===== config.mk =====
export PLATFORM = sky130hd
export DESIGN_NAME = vga_fb_scheduler
export DESIGN_NICKNAME = d
export VERILOG_FILES = /design/src/rtl/vga_pkg.sv /design/src/rtl/vga_rd_tracker.sv /design/src/rtl/vga_fb_scheduler.sv
export SDC_FILE = /design/constraint.sdc
export NUM_CORES = 1
export LEC_CHECK = 0
export CAP_MARGIN = 30
export CORE_UTILIZATION = 46
export CTS_CLUSTER_DIAMETER = 80
export DETAILED_ROUTE_END_ITERATION = 7
export GPL_TIMING_DRIVEN = 0
export PLACE_DENSITY = 0.95
export SLEW_MARGIN = 20
export SYNTH_ARGS = -nofsm -noshare
export SYNTH_HDL_FRONTEND = slang
export SYNTH_SLANG_ARGS = --single-unit

===== constraint.sdc =====
create_clock -name clk -period 3.2 [get_ports clk]
set_input_delay 0.64 -clock clk [delete_from_list [all_inputs] [get_ports clk]]
set_output_delay 0.64 -clock clk [all_outputs]
set_load 0.01 [all_outputs]

===== src/rtl/vga_pkg.sv =====
// Shared types and default timing constants for the VGA framebuffer scheduler.
package vga_pkg;

    typedef enum logic [1:0] {
        IDLE  = 2'd0,
        FETCH = 2'd1,
        DRAIN = 2'd2
    } state_t;

    localparam int unsigned RGB565_W       = 16;
    localparam int unsigned H_VISIBLE      = 640;
    localparam int unsigned V_VISIBLE      = 480;
    localparam int unsigned DEF_RD_LAT     = 2;
    localparam int unsigned DEF_HOST_RATIO = 4;

    typedef logic [RGB565_W-1:0] pix_t;

    // Bits needed to hold the values 0..max_val.
    function automatic int unsigned cnt_w(input int unsigned max_val);
        return (max_val < 2) ? 1 : $clog2(max_val + 1);
    endfunction

endpackage


===== src/rtl/vga_rd_tracker.sv =====
// Tracks fetch reads in flight through the fixed-latency RAM; the tail bit marks
// the cycle the read data is present on mem_rdata.
module vga_rd_tracker #(
    parameter int unsigned RD_LAT = 2
) (
    input  logic clk,
    input  logic rst,
    input  logic issue,
    input  logic squash,
    output logic tail_valid
);

    logic [RD_LAT-1:0] valid_q;
    logic [RD_LAT-1:0] valid_d;

    always_comb begin
        valid_d = '0;
        if (!squash) begin
            valid_d[0] = issue;
            for (int i = 1; i < RD_LAT; i++) begin
                valid_d[i] = valid_q[i-1];
            end
        end
    end

    always_ff @(posedge clk) begin
        if (rst) begin
            valid_q <= '0;
        end else begin
            valid_q <= valid_d;
        end
    end

    assign tail_valid = valid_q[RD_LAT-1];

endmodule


===== src/rtl/vga_fb_scheduler.sv =====
// Arbitrates the single-port framebuffer RAM between line prefetch into the
// ping-pong line buffer and host pixel writes.
module vga_fb_scheduler
    import vga_pkg::*;
#(
    parameter int unsigned HWIDTH     = H_VISIBLE,
    parameter int unsigned VWIDTH     = V_VISIBLE,
    parameter int unsigned PIX_W      = RGB565_W,
    parameter int unsigned RD_LAT     = DEF_RD_LAT,
    parameter int unsigned HOST_RATIO = DEF_HOST_RATIO,
    parameter int unsigned ADDR_W     = $clog2(HWIDTH * VWIDTH)
) (
    input  logic                        clk,
    input  logic                        rst,
    input  logic                        line_req,
    input  logic [$clog2(VWIDTH)-1:0]   line_y,
    input  logic                        host_valid,
    output logic                        host_ready,
    input  logic [ADDR_W-1:0]           host_addr,
    input  logic [PIX_W-1:0]            host_data,
    output logic                        mem_req,
    output logic                        mem_we,
    output logic [ADDR_W-1:0]           mem_addr,
    output logic [PIX_W-1:0]            mem_wdata,
    input  logic [PIX_W-1:0]            mem_rdata,
    output logic                        lb_we,
    output logic                        lb_wbank,
    output logic [$clog2(HWIDTH)-1:0]   lb_waddr,
    output logic [PIX_W-1:0]            lb_wdata,
    output logic                        line_done,
    output logic                        underrun,
    input  logic                        underrun_clr
);

    localparam int unsigned X_W = $clog2(HWIDTH);
    localparam int unsigned S_W = cnt_w(HOST_RATIO);
    localparam logic [X_W-1:0] LAST_X   = X_W'(HWIDTH - 1);
    localparam logic [S_W-1:0] SLOT_MAX = S_W'(HOST_RATIO);

    state_t            state_q, state_d;
    logic [ADDR_W-1:0] base_q, base_d;
    logic [X_W-1:0]    rd_x_q, rd_x_d;
    logic [X_W-1:0]    wr_x_q, wr_x_d;
    logic [S_W-1:0]    slot_q, slot_d;
    logic              bank_q, bank_d;
    logic              underrun_q, underrun_d;

    logic rd_issue;
    logic squash;
    logic tail_valid;

    vga_rd_tracker #(
        .RD_LAT (RD_LAT)
    ) u_rd_tracker (
        .clk        (clk),
        .rst        (rst),
        .issue      (rd_issue),
        .squash     (squash),
        .tail_valid (tail_valid)
    );

    // Next state, RAM arbitration and line-buffer fill.
    always_comb begin
        state_d    = state_q;
        base_d     = base_q;
        rd_x_d     = rd_x_q;
        wr_x_d     = wr_x_q;
        slot_d     = slot_q;
        bank_d     = bank_q;
        underrun_d = underrun_q;
        host_ready = 1'b0;
        mem_req    = 1'b0;
        mem_we     = 1'b0;
        mem_addr   = '0;
        mem_wdata  = '0;
        lb_we      = 1'b0;
        lb_waddr   = '0;
        lb_wdata   = '0;
        line_done  = 1'b0;
        squash     = 1'b0;
        rd_issue   = 1'b0;

        case (state_q)
            FETCH: begin
                if (host_valid && (slot_q == SLOT_MAX)) begin
                    host_ready = 1'b1;
                    slot_d     = '0;
                end else if (!line_req) begin
                    // No read in a restart cycle: it would belong to the aborted line.
                    rd_issue = 1'b1;
                    rd_x_d   = rd_x_q + 1'b1;
                    if (slot_q != SLOT_MAX) begin
                        slot_d = slot_q + 1'b1;
                    end
                    if (rd_x_q == LAST_X) begin
                        state_d = DRAIN;
                    end
                end
            end
            default: begin
                host_ready = host_valid;
            end
        endcase

        if (host_ready) begin
            mem_req   = 1'b1;
            mem_we    = 1'b1;
            mem_addr  = host_addr;
            mem_wdata = host_data;
        end else if (rd_issue) begin
            mem_req  = 1'b1;
            mem_addr = base_q + ADDR_W'(rd_x_q);
        end

        if (tail_valid && !line_req) begin
            lb_we    = 1'b1;
            lb_waddr = wr_x_q;
            lb_wdata = mem_rdata;
            wr_x_d   = wr_x_q + 1'b1;
            if ((state_q == DRAIN) && (wr_x_q == LAST_X)) begin
                line_done = 1'b1;
                state_d   = IDLE;
                wr_x_d    = '0;
            end
        end

        if (underrun_clr) begin
            underrun_d = 1'b0;
        end

        if (line_req) begin
            if (state_q != IDLE) begin
                squash     = 1'b1;
                underrun_d = 1'b1;
            end
            state_d = FETCH;
            base_d  = ADDR_W'(line_y) * ADDR_W'(HWIDTH);
            rd_x_d  = '0;
            wr_x_d  = '0;
            slot_d  = '0;
            bank_d  = ~bank_q;
        end
    end

    always_ff @(posedge clk) begin
        if (rst) begin
            state_q    <= IDLE;
            base_q     <= '0;
            rd_x_q     <= '0;
            wr_x_q     <= '0;
            slot_q     <= '0;
            bank_q     <= 1'b0;
            underrun_q <= 1'b0;
        end else begin
            state_q    <= state_d;
            base_q     <= base_d;
            rd_x_q     <= rd_x_d;
            wr_x_q     <= wr_x_d;
            slot_q     <= slot_d;
            bank_q     <= bank_d;
            underrun_q <= underrun_d;
        end
    end

    assign lb_wbank = bank_q;
    assign underrun = underrun_q;

    line_y_legal: assert property (@(posedge clk) disable iff (rst)
        line_req |-> (32'(line_y) < VWIDTH));

endmodule

==> results.cfg, run 1 <==
[sta]
max_freq_mhz = 317
slew_violations = 0
period_minus_slack_ns = 3.15
finalSetupViolCount = 0
finalHoldViolCount = 0
hold_slack_ns = 0.492
setup_tns_ns = 0
worst_slew_pin_slew_ns = 0.476
skew_ns = 0.00464
rsz0062_at_grt = no
fin_crit_sh_pct = 98.5
max_slew_margin_pct = 68.3

[routing]
firstDrtPassIters = 6
viasPerCell = 5.56
wl_um = 8930
routedWlPerCell_um = 15.5
drc_errors = 0
vias = 3197
drtAntennaViolNets = 0
first_iter_violations = 168

[clock_network]
cts_tree = yes
cts-buffers-inserted = 5
path_clk_slew_ns = 0.08
cts_buffer_depth = 2
clkSinkCount = 41
h-tree-depth = 2
cts_root_buf = clkbuf_8
clock_latency_ns = 0.30
hold_buffers = 0

[critical_path]
end_kind = primary output
critical_path.max_fanout = 10
cp-start-kind = input port
critical_path_class = input port to primary output
arrival_ns = 2.51
crit_chain = dlygate4sd2_1 -> or3b_2 -> nor2_4 -> buf_6 -> a32o_1 -> clkdlybuf4s50_1
reg2reg_setup_slack_ns = 1.35
crit_slowest_cell = or3b_2
critPathMaxStageDelay_ns = 0.54
critPathRequiredTime_ns = 2.56

[logic_synthesis]
yosysSeqAreaShare_pct = 27.8
synth_top_flop_cell = dfxtp_1
synth_area_mm2 = 0.00296
synth_edf_count = 0
yosysUniqueCellTypes = 58
synth_area_leader_cell = dfxtp_1
ys_warn_count = 0
syn_area_per_cell_um2 = 8.26
synth_common_cells = 41 x dfxtp_1, 40 x and2_1, 37 x nor2_1
synth-seq-cells = 41
synthTopCellsByArea = dfxtp_1 28%, ha_1 8.9%, and2_1 8.5%, a22o_1 4.7%, nor2_1 4.7%
syn-num-nets = 446
synthArstFlopShare_pct = 0
syn_inst = 358
yosysMostFrequentCell = dfxtp_1
synth_top_area_share_pct = 27.8

[placement]
io_buffers = 132
dpl_cell_area_mm2 = 0.00437
hpwl_um = 7040
routabilityCongestion = 0.898

[power]
p_leak_nw = 1.77
power_mw = 1.32
power.internal_uw = 942
powerDensity_mw_per_mm2 = 290
clkPwrFrac_pct = 29.6
p_comb_share_pct = 28.4
sw_frac_of_total_pct = 28.4
p_seq_share_pct = 42.0
switchingPower_uw = 374
peakVddDrop_uv = 183

[min_path]
hold_path.class = flip-flop to flip-flop

[cells_and_area]
drive_gt1_share_pct = 7.40
syn_to_final_growth_pct = 53.4
diodes = 0
finalInstanceArea_mm2 = 0.00453
nets = 587
utilization_pct = 74.8

[floorplanning]
core.rowCount = 28
core_area_mm2 = 0.00606
start_util_pct = 48.8
die_area_mm2 = 0.00675
die_height_um = 82.2
fp.dieW_um = 82.2
pin_count = 133

[global_routing]
grt_pass1_vias = 2963
grt_use_met1_pct = 28.9
grt_max_degree = 14
grt_use_met2_pct = 51.0
grt.total_usage_pct = 26.7
busiest_layer = met2
antenna_found_initial = 0
grt_pass1_wl_um = 13600
grt.met3_usage_pct = 5.60
overflow = 0

[run_status]
status = finished clean

[flow_run]
cap_viol_max_count = 0
==> area by class of cell <==
class,count,area [um^2]
Clock buffer,7,96.3
Tap cell,75,93.8
Clock inverter,1,8.76
Multi-Input combinational cell,288,2030
Inverter,13,48.8
Sequential cell,41,821
Fill cell,429,1530
Timing Repair Buffer,135,1340
Buffer,15,90.1
==> sequential cells by signal, summed over array words and instances, names as in the netlist <==
register,count
base_q,12
rd_x_q,10
wr_x_q,10
slot_q,3
state_q,2
u_rd_tracker.valid_q,2
lb_wbank,1
underrun,1
==> cell usage in the layout (no fill, tap or decap), drive strengths merged, types with 4 or more instances in the layout <==
| cell | count |
|---|---|
| clkdlybuf4s50 | 128 |
| dfxtp | 41 |
| and2 | 40 |
| nor2 | 37 |
| nand2 | 23 |
| ha | 21 |
| a22o | 16 |
| xnor2 | 15 |
| a21oi | 14 |
| inv | 14 |
| nand3 | 14 |
| clkbuf | 13 |
| buf | 12 |
| nand4 | 11 |
| nor3 | 9 |
| o21ai | 8 |
| xor2 | 7 |
| mux2i | 7 |
| and3 | 5 |
| o311ai | 5 |
| nor4 | 4 |
| or4 | 4 |
==> final timing paths <==
check,start,end,cells after the start
worst max-delay path,line_req,mem_addr[10],6
worst min-delay path,underrun$_SDFF_PP0_,underrun$_SDFF_PP0_,2
worst max register to register,wr_x_q[0]$_SDFFE_PP0P_,state_q[1]$_SDFF_PP0_,5
worst min register to register,underrun$_SDFF_PP0_,underrun$_SDFF_PP0_,2
==> kinds of logic (layout without fill, tap and decap cells) <==
family                     after synthesis  in the layout  share of synthesized area [%]
xor gates and xnor gates                22             22                           6.52
adders and majority gates               23             23                           10.2
DFF                                     41             41                           27.8
muxes                                    8              8                           2.75
buffers and inverters                   29            171                           4.40
and+or+nand+nor                        166            166                           30.9
AOI/OAI and AO/OA                       69             69                           17.5
==> stage by stage <==
step,instances,setup WS (ns)
floorplan,358,0.909
finish,575,0.0495
detailed placement,565,-0.246
global route,575,0.000251
CTS,572,0.0102
global placement,565,-0.233
==> repair_timing <==
action	in CTS	in global routing
buffers inserted	0	3
resized for setup	7	15
setup endpoints to repair	49	34
==> power by group through the flow <==
stage	Clock [mW]	Combinational [mW]	Sequential (mW)
final	0.390	0.374	0.553
after global routing	0.417	0.406	0.556
after CTS	0.395	0.367	0.552
after detailed placement	0	0.364	0.564
after global placement	0	0.353	0.563
after floorplan	0	0.179	0.558
==> metal layers <==
metal,wire length (um),up-vias
met3,725,7
li1,-,1570
met5,0,-
met1,3480,1467
met2,4640,153
met4,80,0
==> critical path: cells and delay by family <==
| family | cells | cell delay [ns] |
|---|---|---|
| compound gates | 1 | 0.20 |
| buf+inv | 3 | 0.98 |
| simple gates | 2 | 0.69 |
Note: power is estimated with default switching activity, not from simulation.
==> run 2: changes to the inputs <==
--- a/config.mk
+++ b/config.mk
@@ -6,6 +6,7 @@
 export NUM_CORES = 1
 export LEC_CHECK = 0
 export CAP_MARGIN = 30
+export CORE_ASPECT_RATIO = 0.9
 export CORE_UTILIZATION = 46
 export CTS_CLUSTER_DIAMETER = 80
 export DETAILED_ROUTE_END_ITERATION = 7
==> results.cfg, run 2 (synthesis results as in run 1) <==
[critical_path]
cp-start-kind = input port
end_kind = primary output
critical_path.max_fanout = 8
worst_r2r_startpoint = wr_x_q[0]$_SDFFE_PP0P_
crit_start = host_valid
critical_path_class = input port to primary output
critPathRequiredTime_ns = 2.56
arrival_ns = 2.51

[cells_and_area]
nets = 587
layout_common_cells = 128 x clkdlybuf4s50_1, 40 x and2_1, 40 x dfxtp_1
fill_cells = 434
largest_register_ffs = 12
finalInstanceArea_mm2 = 0.00458
final_cells = 587
layout_commonest_cell = clkdlybuf4s50_1
top_regs = base_q: 12 flops, rd_x_q: 10 flops, wr_x_q: 10 flops
largest_register = base_q
syn_to_final_growth_pct = 54.9
drive_gt1_share_pct = 7.80
diodes = 0

[placement]
hpwl_um = 7010
dpl_cell_area_mm2 = 0.00439
io_buffers = 132
routabilityCongestion = 0.814
dp_cells = 577

[sta]
slew_violations = 0
worst_slew_pin_slew_ns = 0.495
max_slew_margin_pct = 67.0
hold_slack_ns = 0.499
skew_ns = 0.00284
max_freq_mhz = 318
period_minus_slack_ns = 3.15
fin_crit_sh_pct = 98.3
finalHoldViolCount = 0
rsz0062_at_grt = no
setup_tns_ns = 0
finalSetupViolCount = 0

[routing]
vias = 3289
firstDrtPassIters = 5
first_iter_violations = 138
viasPerCell = 5.60
drc_errors = 0
wl_um = 9140
routedWlPerCell_um = 15.6
drtAntennaViolNets = 0

[floorplanning]
die_height_um = 78.1
core.rowCount = 27
core_area_mm2 = 0.00615
start_util_pct = 48.1
die_area_mm2 = 0.00675
pin_count = 133
fp.dieW_um = 86.5

[global_routing]
overflow = 0
antenna_found_initial = 0
grt_max_degree = 15
grt.total_usage_pct = 27.2
grt_pass1_wl_um = 14700
grt_pass1_vias = 3221

[power]
p_leak_nw = 1.78
powerDensity_mw_per_mm2 = 297
power_mw = 1.36
peakVddDrop_uv = 203

[clock_network]
cts-buffers-inserted = 5
cts_buffer_depth = 2
clock_latency_ns = 0.30
cts_root_buf = clkbuf_8
cts_tree = yes
clkSinkCount = 41
h-tree-depth = 2
path_clk_slew_ns = 0.08
hold_buffers = 0

[min_path]
min_from = underrun$_SDFF_PP0_
hold_path.class = flip-flop to flip-flop

[flow_run]
cap_viol_max_count = 0

[run_status]
status = finished clean
[run 2: what timing repair did]
| item | 4_1_cts | 5_1_grt |
|---|---|---|
| pin swaps | 0 | 2 |
| setup endpoints to repair | 51 | 33 |
| gates resized for setup | 10 | 12 |
| setup buffers | 1 | 2 |
[run 2: power breakdown]
group	internal, mW	switching, mW
Sequential	0.529	0.0258
Clock	0.234	0.199
Combinational	0.215	0.159
Total	0.978	0.384
[run 2: path summary, 6_finish.rpt]
path	slack [ns]	cells past startpoint	to
setup / recovery	0.05	7	mem_req
hold / removal	0.50	2	underrun$_SDFF_PP0_
setup reg to reg	1.33	5	state_q[1]$_SDFF_PP0_
hold reg to reg	0.50	2	underrun$_SDFF_PP0_
[run 2: worst max-delay path, stage by stage]
cell and delay [ns]:
clkdlybuf4s50_1 0.54, and3_4 0.26, nor2_4 0.06, buf_4 0.15, buf_12 0.13, or2_2 0.26, clkdlybuf4s50_1 0.47
[run 2: layer usage]
layer	vias up	global-route usage [%]	wire, um
li1	1573	-	-
met1	1513	29.3	3490
met2	183	51.3	4680
met3	20	6.31	792
met4	0	9.67	173
met5	-	0	0
[run 2: metrics by stage]
step,utilization [%],setup WS (ns)
after global placement,71.3,-0.218
final,74.5,0.0547
after global routing,74.5,0.00290
after floorplan,-,0.909
after CTS,73.8,0.00845
after detailed placement,71.3,-0.214
[run 2: area by class of cell]
type | count | area, um^2 | area share (%)
sequential | 41 | 822 | 17.9
clock buffer | 5 | 68.8 | 1.50
inverter | 13 | 48.8 | 1.07
tap | 87 | 109 | 2.38
multi-input combinational | 288 | 2040 | 44.6
buffer | 15 | 87.6 | 1.91
clock inverter | 3 | 46.3 | 1.01
timing repair buffer | 135 | 1360 | 29.6
